### src/rtl/ad9361_txrx_seq_pkg.sv
// Shared state codes and default guard times for the AD9361 TX/RX pin sequencer.
package ad9361_txrx_seq_pkg;

  typedef enum logic [2:0] {
    ST_IDLE  = 3'd0,
    ST_SW    = 3'd1,
    ST_EN    = 3'd2,
    ST_ON    = 3'd3,
    ST_PAOFF = 3'd4,
    ST_ENOFF = 3'd5
  } seq_state_e;

  localparam int DEF_CNT_W = 16;
  localparam int DEF_T_SW  = 64;
  localparam int DEF_T_PA  = 32;
  localparam int DEF_T_OFF = 16;

  // Counter preload for a wait of max(t,1) cycles: the state exits when the count reaches 0.
  function automatic int guard_load(input int t);
    return (t <= 1) ? 0 : t - 1;
  endfunction

endpackage

### src/rtl/ad9361_txrx_seq_timer.sv
// Guard-time down-counter: load on state entry, count down to zero, then hold.
module ad9361_txrx_seq_timer #(
  parameter int CNT_W = 16
) (
  input  logic             clk,
  input  logic             rst,
  input  logic             load,
  input  logic [CNT_W-1:0] load_val,
  output logic             done
);

  logic [CNT_W-1:0] cnt;

  assign done = (cnt == '0);

  // Reload takes priority; otherwise decrement and saturate at zero.
  always_ff @(posedge clk or posedge rst) begin
    if (rst)       cnt <= '0;
    else if (load) cnt <= load_val;
    else if (!done) cnt <= cnt - 1'b1;
  end

endmodule

### src/rtl/ad9361_txrx_seq.sv
// AD9361 TX/RX pin sequencer: orders RF switch, TXNRX, ENABLE and PA enable
// with guard times, and ramps fully down before any direction change.
module ad9361_txrx_seq
  import ad9361_txrx_seq_pkg::*;
#(
  parameter int CNT_W = DEF_CNT_W,
  parameter int T_SW  = DEF_T_SW,
  parameter int T_PA  = DEF_T_PA,
  parameter int T_OFF = DEF_T_OFF
) (
  input  logic       clk,
  input  logic       rst,
  input  logic       run_req,
  input  logic       tx_req,
  output logic       rf_sw,
  output logic       txnrx,
  output logic       enable,
  output logic       pa_en,
  output logic       busy,
  output logic [2:0] state
);

  localparam logic [CNT_W-1:0] LD_SW  = CNT_W'(guard_load(T_SW));
  localparam logic [CNT_W-1:0] LD_PA  = CNT_W'(guard_load(T_PA));
  localparam logic [CNT_W-1:0] LD_OFF = CNT_W'(guard_load(T_OFF));

  seq_state_e       state_q, state_n;
  logic             dir_q, dir_n;
  logic             rf_sw_n, txnrx_n, enable_n, pa_en_n, busy_n;
  logic             tmr_load, tmr_done, abort;
  logic [CNT_W-1:0] tmr_val;

  ad9361_txrx_seq_timer #(.CNT_W(CNT_W)) u_timer (
    .clk      (clk),
    .rst      (rst),
    .load     (tmr_load),
    .load_val (tmr_val),
    .done     (tmr_done)
  );

  assign state = state_q;

  // Next state, next pin levels and timer preload for the state being entered.
  always_comb begin
    state_n  = state_q;
    dir_n    = dir_q;
    rf_sw_n  = rf_sw;
    txnrx_n  = txnrx;
    enable_n = enable;
    pa_en_n  = pa_en;
    tmr_load = 1'b0;
    tmr_val  = '0;
    abort    = !run_req || (tx_req != dir_q);
    case (state_q)
      ST_IDLE: if (run_req) begin
        // Direction pins only move here, with ENABLE and PA guaranteed low.
        state_n  = ST_SW;
        dir_n    = tx_req;
        rf_sw_n  = tx_req;
        txnrx_n  = tx_req;
        tmr_load = 1'b1;
        tmr_val  = LD_SW;
      end
      ST_SW, ST_EN: begin
        if (abort) begin
          state_n  = ST_PAOFF;
          pa_en_n  = 1'b0;
          tmr_load = 1'b1;
          tmr_val  = dir_q ? LD_PA : '0;
        end else if (state_q == ST_SW) begin
          if (tmr_done) begin
            state_n  = ST_EN;
            enable_n = 1'b1;
            tmr_load = 1'b1;
            tmr_val  = LD_PA;
          end
        end else if (!dir_q) begin
          state_n = ST_ON;
        end else if (tmr_done) begin
          state_n = ST_ON;
          pa_en_n = 1'b1;
        end
      end
      ST_ON: if (abort) begin
        state_n  = ST_PAOFF;
        pa_en_n  = 1'b0;
        tmr_load = 1'b1;
        tmr_val  = dir_q ? LD_PA : '0;
      end
      ST_PAOFF: if (tmr_done) begin
        state_n  = ST_ENOFF;
        enable_n = 1'b0;
        tmr_load = 1'b1;
        tmr_val  = LD_OFF;
      end
      ST_ENOFF: if (tmr_done) state_n = ST_IDLE;
      default: begin
        // Unused codes: drop the radio pins and restart from IDLE.
        state_n  = ST_IDLE;
        enable_n = 1'b0;
        pa_en_n  = 1'b0;
      end
    endcase
    busy_n = !((state_n == ST_IDLE) || (state_n == ST_ON));
  end

  // State, direction latch and all output pins are registered.
  always_ff @(posedge clk or posedge rst) begin
    if (rst) begin
      state_q <= ST_IDLE;
      dir_q   <= 1'b0;
      rf_sw   <= 1'b0;
      txnrx   <= 1'b0;
      enable  <= 1'b0;
      pa_en   <= 1'b0;
      busy    <= 1'b0;
    end else begin
      state_q <= state_n;
      dir_q   <= dir_n;
      rf_sw   <= rf_sw_n;
      txnrx   <= txnrx_n;
      enable  <= enable_n;
      pa_en   <= pa_en_n;
      busy    <= busy_n;
    end
  end

endmodule

### config.mk
export PLATFORM = sky130hd
export DESIGN_NAME = ad9361_txrx_seq
export DESIGN_NICKNAME = d
export VERILOG_FILES = /design/src/rtl/ad9361_txrx_seq_pkg.sv /design/src/rtl/ad9361_txrx_seq_timer.sv /design/src/rtl/ad9361_txrx_seq.sv
export SDC_FILE = /design/constraint.sdc
export NUM_CORES = 1
export LEC_CHECK = 0
export BUFFER_PORTS_ARGS = -buffer_cell sky130_fd_sc_hd__clkbuf_2
export CAP_MARGIN = 20
export CORE_ASPECT_RATIO = 0.7
export CORE_UTILIZATION = 58
export DETAILED_ROUTE_END_ITERATION = 12
export GPL_TIMING_DRIVEN = 1
export MAX_ROUTING_LAYER = met4
export PLACE_DENSITY = 0.78
export SYNTH_ARGS = -nofsm -noshare
export SYNTH_HDL_FRONTEND = slang
export SYNTH_SLANG_ARGS = --single-unit
### constraint.sdc
create_clock -name clk -period 3.4 [get_ports clk]
set_input_delay 0.17 -clock clk [delete_from_list [all_inputs] [get_ports clk]]
set_output_delay 0.17 -clock clk [all_outputs]
set_load 0.03 [all_outputs]
==> key figures <==
Outcome
  • Run status: finished, final reports clean

Setup path
  • Kind of critical path: register to register
  • CP Max Fanout: 14
  • Worst EP required: 3.59 ns
  • Worst setup SP type: register
  • RR Endpoint: u_timer.cnt[0]
  • Reg-to-reg setup timing slack: 0.67 ns
  • Worst R2R Path Depth: 8
  • CP endpoint kind: register
  • Slowest stage cell, crit path: or4_4
  • Max incr delay on CP: 0.58 ns
  • CP arrival: 2.92 ns
  • Critical path, cell by cell: inv_1, ha_1, or4b_4, or4_4, o21ai_1, o311a_2, or2_2, o211ai_1
  • Reg2reg start: u_timer.cnt[0]

CTS
  • Post-CTS setup buffer count: 0
  • Worst-skew pair later-pin latency: 0.32 ns
  • Worst-path clk slew: 0.11 ns
  • Clock Sinks: 23
  • CTS tree: done
  • Clock Path Buffers: 2
  • Total CTS buffers: 3
  • Root Buffer: clkbuf_4
  • # H-tree levels: 1

Drt
  • Antenna Nets Post-Route: 0
  • Drt pass-1 iters: 4
  • Vias/cell: between 5 and 6
  • DR WL/cell: ~14 um
  • Residual DRC count: 0
  • Final WL: 2.84 mm
  • Iter 0 DRT Violations: 66
  • Vias after detailed routing: 1146

Place
  • Placed instance area: roughly 0.0014 mm2
  • GP Congestion: 0.916
  • Total placed cells including tap cells: 195
  • Dpl hpwl: 2.10 mm
  • # port buffers: 11
  • Pre-CTS setup slack: 0.695 ns

Synth
  • EDFF count, synth: 0
  • Synth Instances: 156
  • Yosys warning count: 0
  • Synth Flop Type: dfrtp_1
  • Syn nets: 161
  • Flop and latch count out of synthesis: 23
  • Post-Synthesis Mean Instance Area: between 8 and 9 um2
  • Sequential share of the synthesized area: 0.420
  • Synthesized area: 0.00137 mm2
  • Netlist cell types: 37
  • Ys async rst share: 1.00

Die
  • IO Count: 12
  • # rows: 14
  • Die Ht: 42.7 um
  • Die Width: approximately 60 um
  • Core Region: approximately 0.0022 mm2
  • Die area: 0.00257 mm2
  • Initial Utilization: 0.626

Timing
  • Sum Neg Setup Slack: 0 ns
  • Setup-failing EPs final: 0
  • Max_slew headroom: 0.464
  • Tmin final: approximately 2.7 ns
  • Final WS setup: slightly below 0.7 ns
  • Fin crit share: 0.802
  • Final slew viol count: 0
  • RSZ-0062 raised after global routing: no
  • Final Skew: 0.0111 ns
  • Hold WS: 0.151 ns
  • F_max: 0.367 GHz
  • Final Hold Fails: 0
  • Worst-margin pin slew: 0.803 ns

Global routing
  • Number of antenna violations at the first check in global routing: 0
  • Largest net degree at the start of global routing: 24
  • Total gr overflow: 0
  • Total GRT Usage: 0.268
  • Vias in the first global route: approximately 1100
  • First-pass GRT wire length: roughly 4.8 mm

Final layout
  • End-of-flow core utilization: 0.678
  • Commonest non-fill, non-tap cell in the layout: nor2_1
  • FF+latch area: 576 um2
  • Nets: around 170
  • Share of cells above drive strength 1: 0.155
  • Antenna cells: 0
  • Most frequent cells in the layout: nor2_1 (27), dfrtp_1 (23), nand2_1 (14), a21oi_1 (11), clkbuf_2 (11)
  • Number of fillers in the final layout: ~180
  • Multi-input gate area: 754 um2
  • Layout Cells excl Fill: 200
  • Post-layout instance area: 0.00149 mm2
  • Area delta synth->final: 8.30%

Power and ir drop
  • Peak VDD IR: about 0.37 mV
  • Overall power: 1.32 mW
  • PwrDens: between 800 and 900 mW/mm2
  • Leak: 0.651 nW

Worst hold path
  • Hold WC Path Type: input port to register
  • Hold path endpoint: dir_q
  • Startpoint of the worst hold path: tx_req
  • Worst Hold Depth: 2

Job
  • Max_cap viols: 0
==> critical path, delay by kind of cell, from the launching register on <==
| kind | cells | cell delay (ns) |
|---|---|---|
| AOI/OAI and AO/OA | 3 | 0.60 |
| adders and majority gates | 1 | 0.19 |
| buffers and inverters | 1 | 0.07 |
| DFF | 1 | 0.43 |
| and+or+nand+nor | 3 | 1.31 |
==> power breakdown <==
| group | internal (mW) | total, mW | leakage [nW] | switching [mW] |
|---|---|---|---|---|
| combinational | 0.276 | 0.672 | 0.345 | 0.396 |
| sequential | 0.381 | 0.525 | 0.289 | 0.144 |
| clock | 0.0441 | 0.125 | 0.0177 | 0.0811 |
==> what timing repair did <==
item | CTS | global route
hold endpoints to repair | 13 | 0
gates resized for setup | 0 | 0
hold buffers | 1 | 0
==> sequential cells by signal, indices dropped and copies added, names as in the netlist <==
name	cells
dir_q	1
busy	1
pa_en	1
u_timer.cnt	16
enable	1
state	3
==> final cells by class <==
| cell class | instances | area share |
|---|---|---|
| Tap cell | 32 | 0.0270 |
| Clock buffer | 3 | 0.0152 |
| Clock inverter | 1 | 0.00337 |
| Multi-Input combinational cell | 124 | 0.508 |
| Timing Repair Buffer | 13 | 0.0489 |
| Sequential cell | 23 | 0.388 |
| Inverter | 4 | 0.0101 |
==> cells by family (layout without fill, tap and decap cells) <==
family | after synthesis | after routing | synth area share
flops | 23 | 23 | 0.420
mux | 4 | 4 | 0.0319
fa+ha+maj | 1 | 1 | 0.00912
compound gates | 29 | 29 | 0.130
simple gates | 77 | 77 | 0.296
buf+inv | 9 | 21 | 0.0301
xor+xnor | 13 | 13 | 0.0830
==> worst max-delay path by stage <==
stage,slack (ns),depth (start not counted),start,end
finish,0.67,8,u_timer.cnt[0],u_timer.cnt[0]
global route,0.55,8,u_timer.cnt[0],u_timer.cnt[0]
CTS,0.67,8,u_timer.cnt[0],u_timer.cnt[0]
detailed placement,0.69,8,u_timer.cnt[0],u_timer.cnt[0]
global placement,0.79,8,u_timer.cnt[0],u_timer.cnt[0]
floorplan,0.97,8,u_timer.cnt[0],busy
==> cell usage after synthesis (2+ instances only) <==
master | count | share of area
nand2_1 | 14 | 0.038
nor2b_1 | 4 | 0.018
or4_4 | 2 | 0.016
or4_1 | 3 | 0.016
dfrtp_1 | 23 | 0.42
xnor2_1 | 10 | 0.064
xor2_1 | 3 | 0.019
buf_4 | 2 | 0.011
nor3_1 | 4 | 0.015
nand2b_1 | 6 | 0.027
o21ai_1 | 3 | 0.011
o31ai_1 | 2 | 0.011
nand3_1 | 6 | 0.022
nor2_1 | 27 | 0.074
a21oi_1 | 11 | 0.040
mux2_2 | 3 | 0.025
or3_1 | 2 | 0.0091
and3_1 | 2 | 0.0091
o21ai_0 | 6 | 0.022
inv_1 | 4 | 0.011
clkbuf_1 | 3 | 0.0082
==> layer usage <==
metal | track usage | up-vias | wire, um
met5 | - | - | 0
met4 | 0.107 | 0 | 47
met3 | 0.0549 | 8 | 115
met2 | 0.363 | 31 | 1250
met1 | 0.390 | 541 | 1430
li1 | - | 566 | -
Power figures use the tool's default switching activity.
